[config.mk]
export PLATFORM = sky130hd
export DESIGN_NAME = serial_adder
export DESIGN_NICKNAME = d
export VERILOG_FILES = /design/src/rtl/serial_adder_pkg.sv /design/src/rtl/serial_adder_fa.sv /design/src/rtl/serial_adder.sv
export SDC_FILE = /design/constraint.sdc
export NUM_CORES = 1
export LEC_CHECK = 0
export CORE_AREA = 5 5 108 59
export CTS_CLUSTER_SIZE = 28
export DETAILED_ROUTE_END_ITERATION = 16
export DIE_AREA = 0 0 113 64
export PLACE_DENSITY = 0.52
export SLEW_MARGIN = 20
export SYNTH_ARGS = -nofsm -noshare
export SYNTH_HDL_FRONTEND = slang
export SYNTH_SLANG_ARGS = --single-unit
[constraint.sdc]
create_clock -name clk -period 3.25 [get_ports clk]
set_input_delay 0.975 -clock clk [delete_from_list [all_inputs] [get_ports clk]]
set_output_delay 0.975 -clock clk [all_outputs]
set_load 0.02 [all_outputs]
[src/rtl/serial_adder_pkg.sv]
// Shared types for the bit-serial adder: FSM state encoding.
package serial_adder_pkg;

   typedef enum logic [1:0] {
      IDLE = 2'd0,
      RUN  = 2'd1,
      DONE = 2'd2
   } state_e;

endpackage

[src/rtl/serial_adder_fa.sv]
// One-bit full adder built from 2:1 multiplexers around the propagate term.
module full_adder_mux (
   input  logic a,
   input  logic b,
   input  logic ci,
   output logic s,
   output logic co
);

   logic p;

   assign p  = a ^ b;
   assign s  = ci ? ~p : p;
   // When a and b differ the carry is passed through, otherwise it equals a (= b).
   assign co = p ? ci : a;

endmodule

[src/rtl/serial_adder.sv]
// Bit-serial WIDTH-bit adder, LSB first, one full-adder cell per clock, start/busy/done handshake.
// Optional subtract mode and overflow flag are built when SERIAL_ADDER_SUB_EN is defined.
module serial_adder
   import serial_adder_pkg::*;
#(
   parameter int WIDTH = 8
) (
   input  logic             clk,
   input  logic             rst,
   input  logic             start,
   input  logic [WIDTH-1:0] a,
   input  logic [WIDTH-1:0] b,
   input  logic             cin,
`ifdef SERIAL_ADDER_SUB_EN
   input  logic             sub,
   output logic             ovf,
`endif
   output logic             busy,
   output logic             done,
   output logic [WIDTH-1:0] sum,
   output logic             cout
);

   localparam int CNT_W = (WIDTH > 1) ? $clog2(WIDTH) : 1;
   localparam logic [CNT_W-1:0] LAST = CNT_W'(WIDTH - 1);

   state_e           state_q, state_d;
   logic [WIDTH-1:0] a_sh_q, a_sh_d;
   logic [WIDTH-1:0] b_sh_q, b_sh_d;
   logic [WIDTH-1:0] s_sh_q, s_sh_d;
   logic             carry_q, carry_d;
   logic [CNT_W-1:0] cnt_q, cnt_d;
   logic [WIDTH-1:0] sum_q, sum_d;
   logic             cout_q, cout_d;
`ifdef SERIAL_ADDER_SUB_EN
   logic             ovf_q, ovf_d;
`endif

   logic fa_s;
   logic fa_co;

   full_adder_mux u_fa (
      .a  (a_sh_q[0]),
      .b  (b_sh_q[0]),
      .ci (carry_q),
      .s  (fa_s),
      .co (fa_co)
   );

   always_comb begin
      state_d = state_q;
      a_sh_d  = a_sh_q;
      b_sh_d  = b_sh_q;
      s_sh_d  = s_sh_q;
      carry_d = carry_q;
      cnt_d   = cnt_q;
      sum_d   = sum_q;
      cout_d  = cout_q;
`ifdef SERIAL_ADDER_SUB_EN
      ovf_d   = ovf_q;
`endif
      case (state_q)
         IDLE: begin
            if (start) begin
               a_sh_d  = a;
               b_sh_d  = b;
               carry_d = cin;
               cnt_d   = '0;
`ifdef SERIAL_ADDER_SUB_EN
               // a - b computed as a + ~b + 1; cin plays no part here.
               if (sub) begin
                  b_sh_d  = ~b;
                  carry_d = 1'b1;
               end
`endif
               state_d = RUN;
            end
         end
         RUN: begin
            s_sh_d  = {fa_s, s_sh_q[WIDTH-1:1]};
            a_sh_d  = a_sh_q >> 1;
            b_sh_d  = b_sh_q >> 1;
            carry_d = fa_co;
            cnt_d   = cnt_q + CNT_W'(1);
            // Result registers change only here, so partial sums never show on sum.
            if (cnt_q == LAST) begin
               state_d = DONE;
               sum_d   = {fa_s, s_sh_q[WIDTH-1:1]};
               cout_d  = fa_co;
`ifdef SERIAL_ADDER_SUB_EN
               ovf_d   = carry_q ^ fa_co;
`endif
            end
         end
         DONE: begin
            state_d = IDLE;
         end
         default: begin
            state_d = IDLE;
         end
      endcase
   end

   always_ff @(posedge clk) begin
      if (rst) begin
         state_q <= IDLE;
         a_sh_q  <= '0;
         b_sh_q  <= '0;
         s_sh_q  <= '0;
         carry_q <= 1'b0;
         cnt_q   <= '0;
         sum_q   <= '0;
         cout_q  <= 1'b0;
`ifdef SERIAL_ADDER_SUB_EN
         ovf_q   <= 1'b0;
`endif
      end else begin
         state_q <= state_d;
         a_sh_q  <= a_sh_d;
         b_sh_q  <= b_sh_d;
         s_sh_q  <= s_sh_d;
         carry_q <= carry_d;
         cnt_q   <= cnt_d;
         sum_q   <= sum_d;
         cout_q  <= cout_d;
`ifdef SERIAL_ADDER_SUB_EN
         ovf_q   <= ovf_d;
`endif
      end
   end

   assign busy = (state_q == RUN) || (state_q == DONE);
   assign done = (state_q == DONE);
   assign sum  = sum_q;
   assign cout = cout_q;
`ifdef SERIAL_ADDER_SUB_EN
   assign ovf  = ovf_q;
`endif

endmodule
Word level (Yosys, flattened, before mapping):

Cells that the tools add are included.

* register bits after elaboration: 39
* input bits: 20
* output and inout port bits: 11
* logic and storage cells: 35

* $add $sub $neg: 1
* equality and inequality tests: 5
* mux-type cells: 13
* bitwise operators: 2
* reductions and logical operators: 6

Operators by type and width (count)
* $pmux 8 s2: 2
* $mux 8: 2
* $pmux 3 s2: 1
* $reduce_and 2->1: 3
* $mux 2: 2
* $ne 2x2->1 const B: 2
* $pmux 2 s2: 1
* $add 3x1->3 const B: 1
* $eq 3x3->1 const B: 1
* $mux 1: 3
* $mux 3: 1
* $eq 2x1->1 const B: 1
* $eq 2x2->1 const B: 1
* $logic_not 2->1: 1
* $pmux 1 s2: 1
* $reduce_bool 2->1: 1
* $logic_or 1x1->1: 1
* $not 1->1: 1
* $xor 1x1->1: 1

Logic depth before layout (Yosys ltp):

Gate-level depths: netlist of run 1.

* word-level depth: 3
* depth in mapped cells: 7

Hierarchy:

A second synthesis of run 1 with hierarchy kept.

* cells, all modules: 170
* area, all modules: 1729.2 µm²

By module, submodules not included
* serial_adder: instances 1, cells each 168, area each 1695.4 µm²
* full_adder_mux: instances 1, cells each 2, area each 33.8 µm²

Least setup slack after synthesis of run 1:

OpenSTA, ideal clock, no wires.

* path kind: reg-to-output
* start: reg state_q[0]
* end: out busy
* arrival time: 751 ps
* data required time: 2275 ps
* slack: 1524 ps
* stages on the path, launching flop included: 3
* buffers on the path: 0
* cell sequence: dfxtp_1 -> inv_1 -> ha_1

* word-level cells in the longest chain between the ends: 2
* elaborated cells between the ends (all ways): 3
* classes of those cells: eq/ne: 2; reduce/logical: 1

RTL lines
* from (decl): RTL line serial_adder.sv:27 `state_e state_q, state_d;`
* from (signal assigned): RTL line serial_adder.sv:118 `state_q <= state_d;`
* $eq 2x1->1 / $eq 2x2->1 (equally long branches): RTL line serial_adder.sv:132 `assign busy = (state_q == RUN) || (state_q == DONE);`
* $logic_or 1x1->1 *: RTL line serial_adder.sv:132
* to (decl): RTL line serial_adder.sv:18 `output logic busy,`

Every way passes the cells marked *; elsewhere a longest branch is shown, timed or not.

Final worst setup path of run 1:

* start: reg state_q[1]
* end: out busy

Same word-level chain as after synthesis.

==> results.tsv, run 1 <==
stage	metric	value	unit
outcome	status	complete, no violations	
floorplan	Ports	31	
floorplan	Placeable Area	0.00530	sq mm
critical_path	max incr delay on CP	590	ps
sta	Worst Tran Pin Value	487	ps
logic_synthesis	Syn Nets	198	
routing	vias	1250	
logic_synthesis	Seq/Total Area, Yosys	0.434	
critical_path	startpoint types	flip-flop	
critical_path	R2R cell count	6	
global_route	grt met1 use	0.139	
critical_path	Slowest-stage cell, CP	clkdlybuf4s50_1	
critical_path	Top Family by Delay on Critical Path	buffers and inverters	
floorplan	Rows	19	
critical_path	r2r setup slk	1330	ps
global_route	vias in the first global route	1286	
global_route	antenna violations before repair	0	
power	Peak VDD IR	171	uV
global_route	routing usage on met3	0.0471	
clocking	Worst-path clk slew	70	ps
critical_path	crit path to	busy	
sta	FMAX	0.389	GHz
critical_path	Crit path depth	3	
critical_path	WP data required	2270	ps
hold_path	HP Class	reg2reg	
critical_path	r2r endpoint	b_sh_q[0]	
global_route	total gr overflow	0	
sta	Fin Setup TNS	0	ps
critical_path	crit path launch	state_q[1]	
logic_synthesis	Post-synth top flop	dfxtp_1	
cells_and_area	Area growth syn-to-layout	23.0	%
logic_synthesis	number of synthesized register bits	38	
clocking	setup bufs post-CTS	0	
routing	ANT nets after route	0	
critical_path	crit-path max FO	3	
global_route	pin count of the biggest net entering global routing	39	
logic_synthesis	post-synth top area cell	dfxtp_1	
logic_synthesis	top cell type's share of synthesized area	0.434	
clocking	# hold bufs at CTS	0	
sta	setup violators final	0	
sta	slew margin rel.	0.675	
clocking	clk root buf	clkbuf_8	
sta	skew final	8.87	ps
logic_synthesis	top post-synthesis cells by area	dfxtp_1, mux2i_1, a211oi_2, nor2_2, nand2_1	
place	hpwl dp	2330	microns
routing	via/cell ratio	4.58	
cells_and_area	Fill cells	519	
logic_synthesis	Syn Inst Count	173	
routing	drt pass-1 iters	4	
floorplan	die height	64	microns
floorplan	Die ar.	0.00723	sq mm
flow_run	Max-Cap Viols	0	
power	Pwr per Cell Area	467	mW/mm^2
cells_and_area	layout cells sized above 1	0.200	
critical_path	crit end category	primary output	
critical_path	Arr. time, crit path	1600	ps
clocking	post-cts sizing count	0	
floorplan	die width	113	microns
critical_path	worst path cell trace	inv_1 -> ha_1 -> clkdlybuf4s50_1	
floorplan	Initial Util	0.331	
critical_path	Worst Path Buf+Inv	2	
global_route	first-pass GRT wire length	6120	microns
logic_synthesis	EDFF count, synth	0	
sta	Final min period	2570	ps
logic_synthesis	Synth cell types	27	
place	Placer Congestion	0.739	
clocking	H-tree Lvls	2	
clocking	CTS Buf Count	5	
critical_path	kind of critical path	reg2out	
global_route	global routing's busiest layer	met2	
sta	Tcrit/Tclk final	0.792	
clocking	Clk Latency, worst-skew pair	290	ps
cells_and_area	number of diodes	0	
global_route	Tot GR Track Use	0.107	
clocking	CTS Buffer Depth	2	
place	Placement Setup Slack	754	ps
sta	final hold violations	0	
clocking	CTS tree	built	
routing	initial DRC count	68	
logic_synthesis	Yosys warning count	0	
global_route	met2 usage	0.160	
sta	Worst Slack Setup Final	677	ps
clocking	clk sinks	38	
routing	WL/cell	12.6	microns
logic_synthesis	Mapped Area	0.00175	sq mm
logic_synthesis	asr flop ratio synth	0	
sta	RSZ-0062 raised after global routing	false	
cells_and_area	register area	761	sq um
critical_path	Reg2Reg Launch Point	state_q[1]	
routing	Routed WL	3440	microns
cells_and_area	Final nets	225	
routing	DRC Markers	0	
logic_synthesis	average cell area after synthesis	10.1	sq um
cells_and_area	area occupied by multi-input gates	900	sq um
place	IO Port Bufs	30	
sta	fin. max-slew vios	0	
power	Pleak	0.000765	uW
## tightest hold or removal path, delay by kind of cell, from the launching register on
family           cells  cell delay [ps]
AO/OA/AOI/OAI        1               50
AND/OR/NAND/NOR      1               50
flip-flops           1              310
## power breakdown
part,total (uW),switching (uW),internal [uW],leakage [uW]
clock,304,160,144,0.0000438
combinational,189,96.5,92.3,0.000410
sequential,514,20.0,494,0.000310
total,1010,277,730,0.000765
## synthesized netlist by cell type (all sizes together), types with 2 or more instances
library cell	count
a211oi	16
dfxtp	38
o21ai	2
nand2	20
nand3	2
inv	3
buf	9
a32oi	2
nor2b	2
a21oi	14
ha	5
clkbuf	3
mux2i	23
nor2	26
## flip-flops by register name (all words and copies together) (netlist names)
signal / cells
carry_q: 1
cnt_q: 3
a_sh_q: 8
s_sh_q: 7
state_q: 2
sum: 8
b_sh_q: 8
cout: 1
## cell usage in the layout (no fill, tap or decap), types with 2 or more instances in the layout
cell,count
dfxtp_1,38
a32oi_1,2
ha_1,5
clkdlybuf4s50_1,30
a21oi_1,14
clkbuf_8,5
o21ai_0,2
a211oi_2,15
nand3_1,2
nor2_2,15
nand2_1,20
inv_1,3
clkinv_2,2
nor2_1,11
buf_4,2
nor2b_1,2
mux2i_1,23
## metal layers
metal	share of wire	up-vias
li1	-	649
met1	0.53	574
met2	0.40	21
met3	0.056	6
met4	0.014	0
met5	0	-
## layout make-up
class                      instances  share of cell area
multi-input combinational        120               0.417
inverter                           3             0.00522
sequential                        38               0.353
clock inverter                     2             0.00464
timing repair buffer              32               0.146
clock buffer                       5              0.0319
tap                               73              0.0423
## stage by stage
step	instances	util	hold WS [ps]	total power, uW	cell area [sq um]
finish	273	0.407	462	1010	2160
floorplan	173	-	431	677	1750
CTS	273	0.407	465	1020	2160
detailed placement	266	0.392	450	716	2080
global route	273	0.407	491	1070	2160
global placement	266	0.392	443	709	2080
## worst min-delay path by stage
stage | start | to | depth (start not counted)
6_report | sum[7] | sum[7] | 2
5_1_grt | s_sh_q[1] | sum[0] | 2
4_1_cts | sum[7] | sum[7] | 2
3_5_place_dp | sum[6] | sum[6] | 2
3_3_place_gp | s_sh_q[1] | sum[0] | 2
2_1_floorplan | s_sh_q[1] | sum[0] | 2
## logic make-up after synthesis
| family | Yosys count | share of synthesized area |
|---|---|---|
| compound gates | 34 | 0.167 |
| buf+inv | 15 | 0.0535 |
| fa+ha+maj | 6 | 0.0414 |
| xor+xnor | 1 | 0.0136 |
| simple gates | 55 | 0.151 |
| mux | 24 | 0.140 |
| flops | 38 | 0.434 |
(Power assumes the default switching activity.)
==> run 2, diff against run 1 <==
Settings changed: PLACE_DENSITY 0.52 to 0.54.
Clock period 3.25 ns to 2.3 ns, I/O delays scaled along.
==> results.tsv, run 2 (synthesis gave the netlist of run 1 again) <==
stage	metric	value	unit	change
outcome	status	complete, no violations		
routing	vias	1269		+1.5%
cells_and_area	design area	0.00225	sq mm	+4.4%
critical_path	startpoint types	flip-flop		
floorplan	die width	113	microns	unchanged
routing	WL/cell	13.2	microns	+4.9%
critical_path	crit end category	primary output		
global_route	total gr overflow	0		unchanged
power	Pleak	0.000809	uW	+5.7%
sta	fin. max-slew vios	0		unchanged
floorplan	Die ar.	0.00723	sq mm	unchanged
power	Pwr per Cell Area	757	mW/mm^2	+62%
sta	slew margin rel.	0.680		+0.00525
routing	via/cell ratio	4.61		+0.78%
cells_and_area	Final nets	226		+0.44%
global_route	pin count of the biggest net entering global routing	39		unchanged
global_route	vias in the first global route	1274		-0.93%
cells_and_area	most frequent cells in the layout	dfxtp_1, clkdlybuf4s50_1, mux2i_1, nand2_1		
place	hpwl dp	2450	microns	+5.0%
sta	Worst Tran Pin Value	480	ps	-7.88 ps
clocking	CTS Buffer Depth	2		unchanged
routing	Routed WL	3640	microns	+5.7%
place	Placer Congestion	0.743		+0.53%
routing	drt pass-1 iters	4		unchanged
floorplan	Initial Util	0.331		unchanged
place	placed inst area	0.00211	sq mm	+1.6%
global_route	first-pass GRT wire length	6010	microns	-1.8%
floorplan	die height	64	microns	unchanged
sta	Tcrit/Tclk final	0.919		
floorplan	Ports	31		unchanged
sta	Hold WS	459	ps	-2.54 ps
clocking	clk sinks	38		unchanged
critical_path	WP data required	1610	ps	-660 ps
critical_path	crit-path max FO	3		unchanged
clocking	H-tree Lvls	2		unchanged
clocking	clk root buf	clkbuf_8		
cells_and_area	number of diodes	0		unchanged
floorplan	Placeable Area	0.00530	sq mm	unchanged
routing	DRC Markers	0		unchanged
critical_path	Arr. time, crit path	1420	ps	-180 ps
cells_and_area	commonest non-fill, non-tap cell in the layout	dfxtp_1		
routing	ANT nets after route	0		unchanged
clocking	Worst-path clk slew	80	ps	about the same
critical_path	kind of critical path	reg2out		
clocking	Clk Latency, worst-skew pair	280	ps	about the same
clocking	CTS tree	built		
clocking	setup bufs post-CTS	0		unchanged
global_route	Tot GR Track Use	0.103		-0.00379
clocking	CTS Buf Count	5		unchanged
sta	setup violators final	0		unchanged
power	Peak VDD IR	295	uV	+72%
cells_and_area	Area growth syn-to-layout	28.4	%	
sta	FMAX	0.473	GHz	
sta	Fin Setup TNS	0	ps	unchanged
cells_and_area	layout cells sized above 1	0.208		+0.00792
place	IO Port Bufs	30		unchanged
sta	skew final	5.94	ps	-2.92 ps
sta	Final min period	2110	ps	
sta	final hold violations	0		unchanged
sta	RSZ-0062 raised after global routing	false		
flow_run	Max-Cap Viols	0		unchanged
global_route	antenna violations before repair	0		unchanged
routing	initial DRC count	30		-56%
hold_path	HP Class	reg2reg		
floorplan	Rows	19		unchanged
==> run 2: cell type report <==
cell class / instances / area, sq um
clock buffer: 6 / 82.6
clock inverter: 2 / 60.1
fill: 518 / 3050
inverter: 3 / 11.3
multi-input combinational: 120 / 900
sequential: 38 / 761
tap: 73 / 91.3
timing repair buffer: 33 / 347
==> run 2: metrics by stage <==
step / setup WS [ps] / utilization / instances / power, uW
final: 187 / 0.425 / 275 / 1710
after global routing: 104 / 0.425 / 275 / 1780
after CTS: 164 / 0.425 / 275 / 1730
after detailed placement: 269 / 0.398 / 267 / 1020
after global placement: 325 / 0.398 / 267 / 1010
after floorplan: 859 / - / 173 / 957
==> run 2: power breakdown <==
part           total [uW]  switching (uW)  leakage, uW  internal (uW)
Clock                 701             238    0.0000714            463
Sequential            726            29.2     0.000310            697
Combinational         278             140     0.000427            138
==> run 2: final timing paths <==
path | start | to | slack, ps | depth (start not counted)
max | state_q[0] | done | 190 | 3
min reg2reg | sum[4] | sum[4] | 460 | 2
min | sum[4] | sum[4] | 460 | 2
max reg2reg | state_q[1] | a_sh_q[3] | 560 | 5
==> run 2: metal layers <==
layer	vias to the layer above	wire length [microns]	global-route usage
li1	652	-	-
met1	589	1830	0.131
met2	26	1550	0.161
met3	2	241	0.0471
met4	0	19	0.0270
met5	-	0	0
==> run 2: critical path, cell delays in order, from the launching register on <==
cell and delay, ps:
dfxtp_1 360, inv_1 70, ha_1 190, clkdlybuf4s50_1 530
==> run 2: timing repair <==
action                                 CTS  global route
gates resized for setup                  1             0
endpoints found under the hold margin    0             0
setup endpoints to repair                1             0
hold buffers                             0             0
==> run 3, diff against run 2 <==
Settings changed: CORE_AREA 5 5 108 59 to 5 5 107 59, DIE_AREA 0 0 113 64 to 0 0 112 64, PLACE_DENSITY 0.54 to 0.58, SETUP_SLACK_MARGIN set to 0.4, SYNTH_HIERARCHICAL set to 1.
==> results.tsv, run 3 <==
stage	metric	value	unit	change
critical_path	Reg2Reg Launch Point	state_q[1]		
logic_synthesis	Syn Inst Count	170		-1.7%
critical_path	startpoint types	flip-flop		
sta	Fin Setup TNS	0	ps	unchanged
clocking	Clk Latency, worst-skew pair	290	ps	about the same
power	total internal power	1030	uW	-21%
critical_path	Arr. time, crit path	1160	ps	-260 ps
logic_synthesis	Syn Nets	195		-1.5%
clocking	clk root buf	clkbuf_8		
sta	Final min period	1850	ps	-266 ps
place	Placer Congestion	0.729		-1.8%
routing	Routed WL	3480	microns	-4.3%
floorplan	die width	112	microns	-0.88%
routing	DRC Markers	0		unchanged
logic_synthesis	asr flop ratio synth	0		unchanged
logic_synthesis	number of synthesized register bits	38		unchanged
logic_synthesis	top post-synthesis cells by area	dfxtp_1, mux2i_1, a211oi_2, nor2_1, a21oi_1		
hold_path	Worst Hold End	sum[6]		
sta	slew margin rel.	0.718		+0.0378
logic_synthesis	mux cell area share after synthesis	0.142		+0.00202
logic_synthesis	Post-synth top flop	dfxtp_1		
sta	FMAX	0.541	GHz	+14%
critical_path	kind of critical path	reg2out		
critical_path	r2r setup slk	680	ps	+120 ps
critical_path	WP data required	1610	ps	about the same
power	Pleak	0.000810	uW	+0.18%
logic_synthesis	average cell area after synthesis	10.2	sq um	+0.31%
routing	drt pass-1 iters	4		unchanged
sta	setup violators final	0		unchanged
logic_synthesis	count leader, synth	dfxtp_1		
cells_and_area	most frequent cells in the layout	dfxtp_1, mux2i_1, nor2_1, clkdlybuf4s50_1, a211oi_2		
logic_synthesis	Post-Synth XOR/XNOR Area	0.0137		+0.000196
power	Peak VDD IR	266	uV	-9.8%
floorplan	Placeable Area	0.00525	sq mm	-0.90%
logic_synthesis	top cell type's share of synthesized area	0.440		+0.00628
cells_and_area	commonest non-fill, non-tap cell in the layout	dfxtp_1		
hold_path	Hold Path Depth	2		unchanged
cells_and_area	Fill cells	529		+2.1%
critical_path	crit end category	primary output		
floorplan	die height	64	microns	unchanged
clocking	Worst-path clk slew	70	ps	about the same
floorplan	Initial Util	0.329		-0.00177
routing	vias	1248		-1.7%
global_route	antenna violations before repair	0		unchanged
floorplan	Die ar.	0.00717	sq mm	-0.88%
cells_and_area	Final nets	222		-1.8%
floorplan	Rows	19		unchanged
logic_synthesis	Yosys warning count	6		+6
outcome	status	complete, no violations		
power	Seq pwr share	0.512		+0.086
sta	Tcrit/Tclk final	0.803		-0.115
power	Comb pwr share	0.188		+0.025
critical_path	R2R cell count	6		+1
logic_synthesis	Seq/Total Area, Yosys	0.440		+0.00628
clocking	H-tree Lvls	2		unchanged
clocking	clk sinks	38		unchanged
logic_synthesis	largest family of logic cells by synthesized area	compound AO/OA/AOI/OAI gates		
logic_synthesis	Post-synth top cells	dfxtp_1, mux2i_1, nor2_1		
cells_and_area	Final Util	0.405		-0.0195
sta	Worst Tran Pin Value	411	ps	-68.4 ps
power	Clk pwr share	0.300		-0.111
global_route	Tot GR Track Use	0.100		-0.00343
logic_synthesis	EDFF count, synth	0		unchanged
logic_synthesis	adder-cell share of the synthesized area	0.0420		+0.000599
logic_synthesis	post-synth top area cell	dfxtp_1		
logic_synthesis	Mapped Area	0.00173	sq mm	-1.4%
sta	fin. max-slew vios	0		unchanged
routing	ANT nets after route	0		unchanged
power	Pwr per Cell Area	663	mW/mm^2	-12%
place	hpwl dp	2420	microns	-1.2%
sta	RSZ-0062 raised after global routing	false		
clocking	CTS Buffer Depth	2		unchanged
global_route	vias in the first global route	1130		-11%
global_route	total gr overflow	0		unchanged
logic_synthesis	simple-gate area share of the yosys netlist	0.138		-0.0130
cells_and_area	layout cells sized above 1	0.168		-0.0404
place	IO Port Bufs	30		unchanged
flow_run	Max-Cap Viols	0		unchanged
routing	initial DRC count	50		+67%
critical_path	r2r endpoint	cout		
critical_path	crit-path max FO	3		unchanged
clocking	CTS tree	built		
power	switching pwr	382	uW	-6.2%
sta	skew final	3.66	ps	-2.29 ps
power	Sw Ratio	0.271		+0.0318
hold_path	Hold Path Origin	sum[6]		
routing	WL/cell	12.9	microns	-2.5%
cells_and_area	number of diodes	0		unchanged
logic_synthesis	Compound-Gate Fraction of Synth Area	0.164		-0.00337
clocking	setup bufs post-CTS	0		unchanged
routing	via/cell ratio	4.62		+0.17%
global_route	first-pass GRT wire length	5750	microns	-4.2%
hold_path	HP Class	reg2reg		
sta	final hold violations	0		unchanged
global_route	pin count of the biggest net entering global routing	39		unchanged
floorplan	Ports	31		unchanged
clocking	CTS Buf Count	5		unchanged
logic_synthesis	Synth cell types	24		-11%
cells_and_area	Area growth syn-to-layout	23.2	%	
==> run 3: cell types whose count changed in the layout (fill, tap and decap cells not counted), sizes merged <==
cell | before | now
nand2 | 20 | 13
buf | 3 | 4
o21ai | 2 | 0
clkdlybuf4s50 | 29 | 19
clkbuf | 6 | 5
dlygate4sd2 | 1 | 9
clkinv | 0 | 2
nor2 | 26 | 24
nand3 | 2 | 9
clkdlybuf4s15 | 0 | 1
nor2b | 2 | 1
and2 | 1 | 0
bufinv | 2 | 0
nand3b | 1 | 3
==> run 3: logic make-up (layout without fill, tap and decap cells) <==
group / count (synthesis) / count (layout)
xor+xnor: 1 / 1
flops: 38 / 38
compound gates: 32 / 32
mux: 24 / 24
buf+inv: 16 / 43
fa+ha+maj: 6 / 6
simple gates: 53 / 53
==> run 3: layout make-up <==
cell class | instances | area (sq um) | area share
inverters | 3 | 11.3 | 0.00529
clock buffers | 5 | 68.8 | 0.0323
well taps | 73 | 91.3 | 0.0429
repair buffers | 33 | 319 | 0.150
flip-flops and latches | 38 | 763 | 0.358
clock inverters | 2 | 10.0 | 0.00470
multi-input cells | 116 | 866 | 0.407
==> run 3: timing repair <==
item                                   in CTS  in global routing
endpoints found under the hold margin       0                  0
hold buffers                                0                  0
setup endpoints to repair                  11                  2
gates resized for setup                    15                  2
==> run 3: power groups by stage <==
stage / clock (uW) / combinational [uW] / sequential (uW)
6_report: 424 / 266 / 723
5_1_grt: 465 / 292 / 728
4_1_cts: 440 / 268 / 723
3_5_place_dp: 0 / 269 / 738
3_3_place_gp: 0 / 267 / 738
2_1_floorplan: 0 / 217 / 731
==> run 3: how the worst max path moves through the flow <==
| stage | start | cells past startpoint | slack (ps) | endpoint |
|---|---|---|---|---|
| after floorplan | state_q[0] | 2 | 860 | busy |
| after global placement | start | 4 | 270 | a_sh_q[5] |
| after detailed placement | start | 4 | 220 | a_sh_q[0] |
| after CTS | state_q[0] | 3 | 410 | done |
| after global routing | state_q[0] | 3 | 400 | done |
| final | state_q[0] | 3 | 450 | done |
==> run 3: per-layer routing <==
| metal | routed length [microns] | part of all wire | vias up | track usage |
|---|---|---|---|---|
| met1 | 1840 | 0.53 | 564 | 0.148 |
| met3 | 225 | 0.065 | 5 | 0.0386 |
| met4 | 40 | 0.011 | 0 | 0.0315 |
| met2 | 1380 | 0.40 | 30 | 0.131 |
| li1 | - | - | 649 | - |
| met5 | 0 | 0 | - | 0 |
==> run 3: critical path: stages, from the launching register on <==
cell and delay [ps]:
dfxtp_2 340, inv_1 60, ha_1 190, clkdlybuf4s15_1 280
==> run 3: stage by stage <==
| step | std cells | hold slack, ps | cell area (sq um) | power [uW] | worst slack (ps) |
|---|---|---|---|---|---|
| global route | 270 | 475 | 2130 | 1480 | 400 |
| finish | 270 | 456 | 2130 | 1410 | 453 |
| global placement | 263 | 442 | 2060 | 1000 | 272 |
| detailed placement | 263 | 449 | 2060 | 1010 | 216 |
| CTS | 270 | 458 | 2130 | 1430 | 406 |
| floorplan | 170 | 432 | 1730 | 949 | 859 |
